===== config.mk =====
export PLATFORM = sky130hd
export DESIGN_NAME = pipe_skid_reg
export DESIGN_NICKNAME = d
export VERILOG_FILES = /design/src/rtl/pipe_skid_reg.sv
export SDC_FILE = /design/constraint.sdc
export NUM_CORES = 1
export LEC_CHECK = 0
export ABC_AREA = 1
export BUFFER_PORTS_ARGS = -buffer_cell sky130_fd_sc_hd__buf_2
export CORE_MARGIN = 10
export CORE_UTILIZATION = 45
export DETAILED_ROUTE_END_ITERATION = 8
export HOLD_SLACK_MARGIN = 0.05
export PLACE_DENSITY = 0.72
export SETUP_SLACK_MARGIN = 0.02
export SYNTH_ARGS = -nofsm -noshare
export SYNTH_HDL_FRONTEND = slang
export SYNTH_SLANG_ARGS = --single-unit

===== constraint.sdc =====
create_clock -name clk -period 1.5 [get_ports clk]
set_input_delay 0.3 -clock clk [delete_from_list [all_inputs] [get_ports clk]]
set_output_delay 0.3 -clock clk [all_outputs]
set_load 0.03 [all_outputs]

===== src/rtl/pipe_skid_reg.sv =====
// Pipeline register with an optional skid entry. Latency 1 cycle. With SKID=1 in_ready is registered and
// a second entry absorbs the cycle of backpressure; with SKID=0 in_ready follows out_ready combinationally.
module pipe_skid_reg #(
    parameter int DW   = 69,
    parameter int CW   = 11,
    parameter int SKID = 1
) (
    input  logic          clk,
    input  logic          rst_n,
    input  logic          in_valid,
    output logic          in_ready,
    input  logic [CW-1:0] in_ctrl,
    input  logic [DW-1:0] in_data,
    output logic          out_valid,
    input  logic          out_ready,
    output logic [CW-1:0] out_ctrl,
    output logic [DW-1:0] out_data,
    input  logic          flush,
    output logic [1:0]    occupancy
);

    localparam bit SKID_EN = (SKID != 0);

    logic          main_vld_q, main_vld_d;
    logic          skid_vld_q, skid_vld_d;
    logic [CW-1:0] main_ctrl_q, main_ctrl_d;
    logic [DW-1:0] main_data_q, main_data_d;
    logic [CW-1:0] skid_ctrl_q, skid_ctrl_d;
    logic [DW-1:0] skid_data_q, skid_data_d;
    logic [1:0]    occ_q, occ_d;
    logic          accept;
    logic          drain;

    assign in_ready = SKID_EN ? ~skid_vld_q : (~main_vld_q | out_ready);
    assign accept   = in_valid & in_ready;
    assign drain    = main_vld_q & out_ready;

    always_comb begin
        main_vld_d  = main_vld_q;
        skid_vld_d  = skid_vld_q;
        main_ctrl_d = main_ctrl_q;
        main_data_d = main_data_q;
        skid_ctrl_d = skid_ctrl_q;
        skid_data_d = skid_data_q;
        if (flush) begin
            // Accepts in a flush cycle are dropped; data registers keep stale values.
            main_vld_d = 1'b0;
            skid_vld_d = 1'b0;
        end else if (skid_vld_q) begin
            if (drain) begin
                main_ctrl_d = skid_ctrl_q;
                main_data_d = skid_data_q;
                skid_vld_d  = 1'b0;
            end
        end else if (accept) begin
            if (!main_vld_q || drain) begin
                main_vld_d  = 1'b1;
                main_ctrl_d = in_ctrl;
                main_data_d = in_data;
            end else if (SKID_EN) begin
                skid_vld_d  = 1'b1;
                skid_ctrl_d = in_ctrl;
                skid_data_d = in_data;
            end
        end else if (drain) begin
            main_vld_d = 1'b0;
        end
        occ_d = {1'b0, main_vld_d} + {1'b0, skid_vld_d};
    end

    always_ff @(posedge clk or negedge rst_n) begin
        if (!rst_n) begin
            main_vld_q  <= 1'b0;
            skid_vld_q  <= 1'b0;
            main_ctrl_q <= '0;
            main_data_q <= '0;
            skid_ctrl_q <= '0;
            skid_data_q <= '0;
            occ_q       <= 2'd0;
        end else begin
            main_vld_q  <= main_vld_d;
            skid_vld_q  <= skid_vld_d;
            main_ctrl_q <= main_ctrl_d;
            main_data_q <= main_data_d;
            skid_ctrl_q <= skid_ctrl_d;
            skid_data_q <= skid_data_d;
            occ_q       <= occ_d;
        end
    end

    assign out_valid = main_vld_q;
    assign out_ctrl  = main_vld_q ? main_ctrl_q : '0;
    assign out_data  = main_data_q;
    assign occupancy = occ_q;

endmodule


==> flow_summary_export.csv, run 1 <==
group,metric,value,unit
drt,wl_per_cell,16.6,µm
placed_design,dp_slack,0.0892,ns
clock_tree,cts_htree_levels,4,
floorplan,start_util,46.1,%
timing,final-setup-viol-count,38,
placed_design,gp_congestion,0.760,
drt,drtIter0Drc,505,
placed_design,placedCellCount,1334,
critical_path,crit_required,1.20,ns
clock_tree,clkLatencyLatePin,0.43,ns
timing,finalWorstSetupSlack,-0.0539,ns
cells_and_area,fill_cells,1423,
global_route,globalRouteOverflowTotal,0,
cells_and_area,multi_input_area,3280,µm²
synthesis,synthTopCellsByArea,"dfrtp_1, nand2_1, nand3_1",
drt,dr.pass1.iters,5,
critical_path,r2r_end,"out_data[64]$_DFFE_PN0P_",
power,ir_worst_vdd,0.751,mV
timing,drv_slew,0,
global_route,grt_pass1_wl,33.5,mm
synthesis,ys_types,14,
critical_path,path_class,"register to primary output",
cells_and_area,syn2layout_area_growth,37.0,%
placed_design,dpl.hpwl,13.2,mm
critical_path,reg2reg_depth,8,
synthesis,synth-seq-cells,164,
drt,drtAntennaViolNets,0,
cells_and_area,post-route-util,63.2,%
cells_and_area,register_area,4110,µm²
timing,tightestPinTransition,0.321,ns
run_status,status,"complete, but fails checks",
drt,drc,0,
power,cellPowerDensity,1400,nW/µm²
timing,rsz0062_at_grt,"true",
drt,num_vias,6880,
critical_path,critPathLaunch,"out_valid$_DFF_PN0_",
clock_tree,clkTransAtPathRegs,0.07,ns
clock_tree,cts_sinks,164,
clock_tree,cts_buffers,17,
cells_and_area,final_cells,1397,
critical_path,cp.arrival,1.25,ns
global_route,grtUsageTotal,18.7,%
synthesis,syn_nets,1070,
timing,hold_ws,0.114,ns
synthesis,yosysSeqAreaShare,55.6,%
timing,fmax,644,MHz
timing,report.final.hold_viol_count,0,
floorplan,core_area,16000,µm²
timing,fin_skew,0.00633,ns
clock_tree,clockRootBuffer,"clkbuf_16",
critical_path,reg2reg_from,"skid_vld_q$_DFF_PN0_",
timing,period_needed,1.55,ns
floorplan,rows,46,
run_status,violations,"setup timing",
cells_and_area,drive_gt1_share,28.5,%
global_route,grt_max_degree,56,
critical_path,r2r_slack,-0.05,ns
synthesis,syn_area,7380,µm²
hold_path,hold_path_class,"input port to register",
power,p_leak,5.89,nW
timing,max_slew_margin,78.6,%
critical_path,path_max_fanout,12,
synthesis,netlist_instances,984,
floorplan,die_w,148,µm
synthesis,synth.top_cell.area_share,55.6,%
global_route,antenna_found_initial,2,
critical_path,critPathLaunchType,"register",
critical_path,worstSetupEndpoint,"out_ctrl[10]",
drt,routed_via_density,4.92,
floorplan,num_io_pins,169,
placed_design,io_buffers,168,
floorplan,dieArea,21900,µm²
floorplan,fp.dieH,148,µm
timing,post-route-period-util,104,%
clock_tree,cts_buffer_depth,2,
timing,setup_tns,-1.05,ns
drt,wirelength,23.1,mm
synthesis,syn_area_per_cell,7.50,µm²
cells_and_area,num-nets-final,1253,
synthesis,synth_warnings,0,
critical_path,critPathCaptureType,"primary output",
global_route,grt_pass1_vias,6612,
job,drv_cap,0,
synthesis,synth_top_area_cell,"dfrtp_1",
clock_tree,tritoncts,"yes",
==> what timing repair did <==
action	in CTS	in global routing
pin swaps	0	58
gates resized for setup	18	122
hold endpoints to repair	141	0
setup buffers	4	8
hold buffers	1	0
cloned	0	17
setup endpoints to repair	13	174
==> layout make-up <==
cell class	instances	area share (%)
diodes	1	0.0248
clock buffers	21	4.65
clock inverters	11	1.73
inverters	16	0.693
multi-input cells	747	32.4
flip-flops and latches	164	40.6
well taps	216	2.67
repair buffers	221	17.2
==> cells in the final DEF (no fill, tap or decap), types with 2 or more instances in the layout <==
cell type and n:
buf_12 16, buf_16 2, buf_2 155, buf_4 24, buf_6 11, buf_8 3
bufinv_16 4, clkbuf_16 26, clkbuf_8 3, clkinv_4 2, clkinvlp_4 5, dfrtp_1 162
inv_1 14, nand2_1 582, nand2_2 50, nand2_4 25, nand3_1 80, nor2_4 5
==> per-layer routing <==
layer | GRT usage, % | routed length, µm | vias to the layer above
met4 | 5.55 | 317 | 2
li1 | - | - | 3377
met2 | 30.6 | 11200 | 225
met3 | 5.37 | 1470 | 28
met5 | 0 | 13 | -
met1 | 23.6 | 10200 | 3248
==> kinds of logic after synthesis <==
group	share of synthesized area (%)
AND/OR/NAND/NOR	39.2
AO/OA/AOI/OAI	0.339
buffers and inverters	4.68
flip-flops	55.6
adder cells (fa/ha/maj)	0.169
==> synth_stat cells (all sizes together) <==
library cell	n
nor2	5
ha	1
buf	54
o21bai	1
nand2	656
clkbuf	4
o21ai	2
nand3	80
inv	16
dfrtp	164
o21a	1
==> power breakdown <==
part	total (mW)	leakage, nW	switching, mW	internal (mW)
logic	3.49	3.53	2.30	1.19
registers	5.95	2.06	0.522	5.42
clock network	4.74	0.298	1.81	2.93
==> stage by stage <==
step	power [mW]	instance area (µm²)
5_1_grt	14.9	10100
2_1_floorplan	7.91	7390
4_1_cts	13.8	9320
3_3_place_gp	8.96	8570
6_report	14.2	10100
3_5_place_dp	9.06	8570
==> state kept, by name, summed over array words and instances, names as in the netlist <==
name,flops
skid_ctrl_q,11
out_data,69
main_ctrl_q,11
skid_vld_q,1
occupancy,2
out_valid,1
skid_data_q,69
==> critical path, cell delays in order, from the launching register on <==
cell and delay, ns:
dfrtp_2 0.41, buf_6 0.15, nand2_1 0.06, inv_1 0.05, buf_4 0.16
==> worst min path at each step <==
stage                      from                           to  slack (ns)  depth (start not counted)
global placement          rst_n     out_data[55]$_DFFE_PN0P_        0.16                          1
finish              in_data[44]  skid_data_q[44]$_DFFE_PN0P_        0.11                          3
detailed placement        rst_n     out_data[55]$_DFFE_PN0P_        0.16                          1
CTS                 in_data[44]  skid_data_q[44]$_DFFE_PN0P_         0.1                          3
floorplan                 rst_n   main_ctrl_q[0]$_DFFE_PN0P_       0.004                          0
global route         in_ctrl[2]   skid_ctrl_q[2]$_DFFE_PN0P_        0.12                          3
(Power assumes the default switching activity.)
==> inputs of run 2 (changes only) <==
clock period = 1.3 ns   (was 1.5 ns; I/O delays follow)
==> run 2 against run 1 <==
Net effect:
- the flow still finishes with violations (setup timing)
- global-route usage increased by 6.1 points
- final area increased by 26%
- worst setup slack got worse by 0.31 ns
- first-iteration DRC count increased by 69%
- wire length increased by 41%
- clock skew increased by 0.0026 ns
- sequential power increased by 22%
- die area unchanged
- final cell count increased by 7.0%
- via count increased by 21%
- power increased by 33%
- critical path type is now register to register
==> flow_summary_export.csv, run 2 (synthesized netlist as in run 1, its figures left out) <==
group,metric,value,unit
run_status,status,"complete, but fails checks",
run_status,violations,"setup timing",
power,ir_worst_vdd,1.10,mV
floorplan,fp.dieH,148,µm
timing,report.final.hold_viol_count,0,
floorplan,start_util,46.1,%
timing,final-setup-viol-count,178,
timing,fmax,603,MHz
critical_path,cp.arrival,1.98,ns
drt,drtIter0Drc,854,
cells_and_area,final_area,12800,µm²
placed_design,gp_congestion,0.782,
critical_path,path_class,"register to register",
timing,rsz0062_at_grt,"true",
timing,tightestPinTransition,0.456,ns
timing,finalWorstSetupSlack,-0.360,ns
cells_and_area,mostFrequentLayoutCells,"nand2_1, dfrtp_1, nand2_2",
floorplan,dieArea,21900,µm²
clock_tree,cts_htree_levels,4,
clock_tree,clkLatencyLatePin,0.43,ns
timing,post-route-period-util,128,%
job,drv_cap,0,
timing,drv_slew,0,
clock_tree,cts_buffers,17,
clock_tree,cts_buffer_depth,2,
cells_and_area,syn2layout_area_growth,72.8,%
cells_and_area,drive_gt1_share,47.2,%
cells_and_area,num-nets-final,1350,
drt,num_vias,8315,
floorplan,num_io_pins,169,
global_route,grtUsageTotal,24.8,%
drt,wirelength,32.6,mm
critical_path,crit_required,1.62,ns
timing,setup_tns,-49.46,ns
critical_path,path_max_fanout,7,
drt,dr.pass1.iters,7,
clock_tree,tritoncts,"yes",
hold_path,hold_path_class,"input port to register",
timing,fin_skew,0.00896,ns
floorplan,rows,46,
drt,drtAntennaViolNets,0,
clock_tree,cts_sinks,164,
critical_path,critPathLaunchType,"register",
clock_tree,clockRootBuffer,"clkbuf_16",
cells_and_area,post-route-util,79.7,%
global_route,grt_pass1_vias,7681,
cells_and_area,final_common_cell,"nand2_1",
global_route,grt_pass1_wl,42.6,mm
placed_design,placedInstanceArea,8720,µm²
global_route,antenna_found_initial,2,
clock_tree,clkTransAtPathRegs,0.07,ns
critical_path,slowest_delay,0.50,ns
placed_design,io_buffers,168,
drt,routed_via_density,5.56,
critical_path,critical_path.cell_chain,"buf_8, nand2_4, nand2_4, buf_6, inv_6, nand2_8, buf_12, clkbuf_16, nand2_1, nand2_1",
critical_path,critPathCaptureType,"register",
floorplan,die_w,148,µm
floorplan,core_area,16000,µm²
placed_design,dpl.hpwl,13.7,mm
timing,period_needed,1.66,ns
timing,max_slew_margin,69.6,%
global_route,grt_max_degree,39,
power,p_leak,6.81,nW
timing,hold_ws,0.0742,ns
critical_path,cp_slowest_cell,"dfrtp_4",
drt,drc,0,
global_route,globalRouteOverflowTotal,0,
drt,wl_per_cell,21.8,µm
power,cellPowerDensity,1480,nW/µm²
==> run 2: worst paths after layout <==
check	start	end	slack, ns	depth (start not counted)
worst max register to register	skid_vld_q$_DFF_PN0_	main_ctrl_q[1]$_DFFE_PN0P_	-0.36	10
max in group asynchronous	rst_n	out_data[10]$_DFFE_PN0P_	0.36	3
worst min-delay path	in_data[53]	skid_data_q[53]$_DFFE_PN0P_	0.07	3
worst min register to register	out_data[10]$_DFFE_PN0P_	out_data[10]$_DFFE_PN0P_	0.47	2
worst max-delay path	skid_vld_q$_DFF_PN0_	main_ctrl_q[1]$_DFFE_PN0P_	-0.36	10
min in group asynchronous	rst_n	out_data[56]$_DFFE_PN0P_	0.37	2
==> run 2: metrics by stage <==
step | power [mW] | cells | worst slack (ns)
after floorplan | 9.13 | 984 | -0.104
after global placement | 10.4 | 1343 | -0.0261
after detailed placement | 10.5 | 1343 | -0.0831
after CTS | 16.9 | 1443 | -0.260
after global routing | 19.5 | 1495 | -0.386
final | 18.8 | 1495 | -0.360
==> run 2: worst max-delay path: cells and delay by family, from the launching register on <==
family / cells / cell delay, ns
buf+inv: 5 / 0.68
flops: 1 / 0.50
simple gates: 5 / 0.35
==> run 2: report_power, final <==
part           switching (mW)  internal (mW)
sequential              0.986           6.26
combinational            3.33           2.73
clock                    2.27           3.23
==> run 2: area by class of cell <==
type / count / area (µm²)
antenna: 2 / 5.00
clock buffer: 17 / 425
clock inverter: 15 / 201
fill: 972 / 3250
inverter: 16 / 67.6
multi-input combinational: 747 / 4030
sequential: 164 / 4110
tap: 216 / 270
timing repair buffer: 318 / 3640
==> run 2: metal layers <==
layer / wire, µm / track usage (%)
met2: 15700 / 39.6
met4: 1740 / 11.6
met3: 3350 / 6.25
met1: 11800 / 31.0
met5: 0 / 0
==> run 2: timing repair <==
action / CTS / global route
setup buffers: 32 / 53
gates resized for setup: 161 / 409
gates cloned: 35 / 13
hold endpoints to repair: 32 / 0
pin swaps: 16 / 70
hold buffers: 1 / 0
endpoints found under the setup margin: 181 / 229
==> inputs of run 3 (changes only) <==
--- a/constraint.sdc
+++ b/constraint.sdc
@@ -3,2 +3,2 @@
 set_output_delay 0.26 -clock clk [all_outputs]
-set_load 0.03 [all_outputs]
+set_load 0.01 [all_outputs]
==> run 3 against run 2 <==
Net effect:
- the run still ends with setup timing left
- sequential share of layout area up 2.0 points
- hold slack lost 0.0024 ns
- core utilization shrank 4.7 points
- first-iteration DRC count is 15% lower
- wire length shrank 13%
- critical path depth shrank 6
- via count is 7.8% lower
- register-to-register slack better by 0.09 ns
- worst setup slack better by 0.086 ns
==> flow_summary_export.csv, run 3 (synthesized netlist as in run 1, its figures left out) <==
group,metric,value,unit
run_status,status,"complete, but fails checks",
run_status,violations,"setup timing",
floorplan,core_area,16000,µm²
drt,wirelength,28.4,mm
floorplan,num_io_pins,169,
power,internal_power,11.3,mW
floorplan,die_w,148,µm
cells_and_area,final_area,12000,µm²
critical_path,critPathLaunchType,"register",
global_route,grt_pass1_wl,41.2,mm
timing,period_needed,1.57,ns
floorplan,start_util,46.1,%
placed_design,io_buffers,168,
power,p_switching,5.54,mW
power,power_frac_seq,43.1,%
critical_path,cp.arrival,1.31,ns
floorplan,fp.dieH,148,µm
clock_tree,tritoncts,"yes",
floorplan,rows,46,
cells_and_area,mostFrequentLayoutCells,"nand2_1, nand2_2, dfrtp_1",
drt,drc,0,
job,drv_cap,0,
clock_tree,clkLatencyLatePin,0.43,ns
drt,routed_via_density,5.30,
placed_design,gp_congestion,0.791,
clock_tree,cts_buffer_depth,2,
critical_path,critPathCaptureType,"primary output",
clock_tree,cts_buffers,17,
drt,drtAntennaViolNets,0,
power,p_leak,6.58,nW
power,clkPwrFrac,30.2,%
global_route,grt_max_degree,48,
timing,finalWorstSetupSlack,-0.273,ns
drt,num_vias,7663,
cells_and_area,post-route-util,75.0,%
cells_and_area,syn2layout_area_growth,62.5,%
clock_tree,cts_sinks,164,
drt,dr.pass1.iters,8,
clock_tree,cts_htree_levels,4,
cells_and_area,num-nets-final,1301,
timing,hold_ws,0.0718,ns
global_route,grtUsageTotal,23.8,%
timing,tightestPinTransition,0.398,ns
critical_path,r2r_slack,-0.27,ns
clock_tree,clockRootBuffer,"clkbuf_16",
hold_path,hold_path_class,"input port to register",
cells_and_area,final_cells,1445,
drt,drtIter0Drc,728,
timing,report.final.hold_viol_count,0,
timing,max_slew_margin,73.5,%
global_route,grt_pass1_vias,7531,
power,combPwrFrac,26.8,%
power,cellPowerDensity,1410,nW/µm²
clock_tree,clkTransAtPathRegs,0.07,ns
power,total_power,16.9,mW
global_route,antenna_found_initial,1,
timing,rsz0062_at_grt,"true",
power,ir_worst_vdd,0.921,mV
drt,wl_per_cell,19.6,µm
floorplan,dieArea,21900,µm²
placed_design,placedCellCount,1339,
placed_design,dpl.hpwl,13.3,mm
timing,post-route-period-util,121,%
timing,final-setup-viol-count,176,
global_route,globalRouteOverflowTotal,0,
timing,fmax,636,MHz
cells_and_area,drive_gt1_share,48.3,%
timing,fin_skew,0.00912,ns
placed_design,placedInstanceArea,8640,µm²
critical_path,crit_required,1.04,ns
critical_path,path_max_fanout,6,
timing,drv_slew,0,
timing,setup_tns,-36.88,ns
critical_path,path_class,"register to primary output",
placed_design,dp_slack,-0.0898,ns
cells_and_area,final_common_cell,"nand2_1",
power,switching_share,32.8,%
## run 3: cell count changes in the layout (fill, tap and decap cells not counted), sizes merged
cell and delta:
diode -1, buf -49, bufinv -2, bufbuf +1, inv +1
## run 3: metal layers
layer  GRT usage (%)  part of all wire [%]  wire length, µm
met4            10.1                   3.2              911
met5               0                 0.046               13
met1            31.1                    40            11400
met3            5.16                   8.7             2470
met2            37.6                    48            13600
## run 3: worst max-delay path, cell delays in order, from the launching register on
cell and delay, ns:
dfrtp_2 0.48, buf_8 0.19, nand2_4 0.05, inv_2 0.07
buf_6 0.10
## run 3: area by class of cell
cell class                 count  area, µm²
multi-input combinational    747       4170
sequential                   164       4110
fill                        1103       4010
timing repair buffer         269       2790
clock buffer                  18        439
tap                          216        270
clock inverter                14        150
inverter                      16       65.1
antenna                        1       2.50
## run 3: power by group through the flow
| stage | registers [mW] | clock network, mW | logic (mW) |
|---|---|---|---|
| 2_1_floorplan | 7.05 | 0 | 1.37 |
| 3_3_place_gp | 6.89 | 0 | 2.74 |
| 3_5_place_dp | 6.92 | 0 | 2.82 |
| 4_1_cts | 6.92 | 5.12 | 3.64 |
| 5_1_grt | 7.41 | 5.39 | 4.92 |
| 6_report | 7.27 | 5.09 | 4.52 |
## run 3: path summary, 6_finish.rpt
check | cells after the start | startpoint | end
worst min-delay path | 3 | in_data[54] | skid_data_q[54]$_DFFE_PN0P_
worst min register to register | 2 | out_data[54]$_DFFE_PN0P_ | out_data[54]$_DFFE_PN0P_
max in group asynchronous | 3 | rst_n | out_data[42]$_DFFE_PN0P_
worst max register to register | 8 | skid_vld_q$_DFF_PN0_ | skid_data_q[11]$_DFFE_PN0P_
min in group asynchronous | 2 | rst_n | out_data[56]$_DFFE_PN0P_
worst max-delay path | 4 | out_valid$_DFF_PN0_ | out_ctrl[10]
## run 3: repair_timing
action | CTS | global route
setup buffers | 29 | 13
resized for setup | 166 | 310
gates cloned | 30 | 12
hold buffers | 1 | 0
pin swaps | 35 | 56
setup endpoints to repair | 113 | 181
hold endpoints to repair | 31 | 0
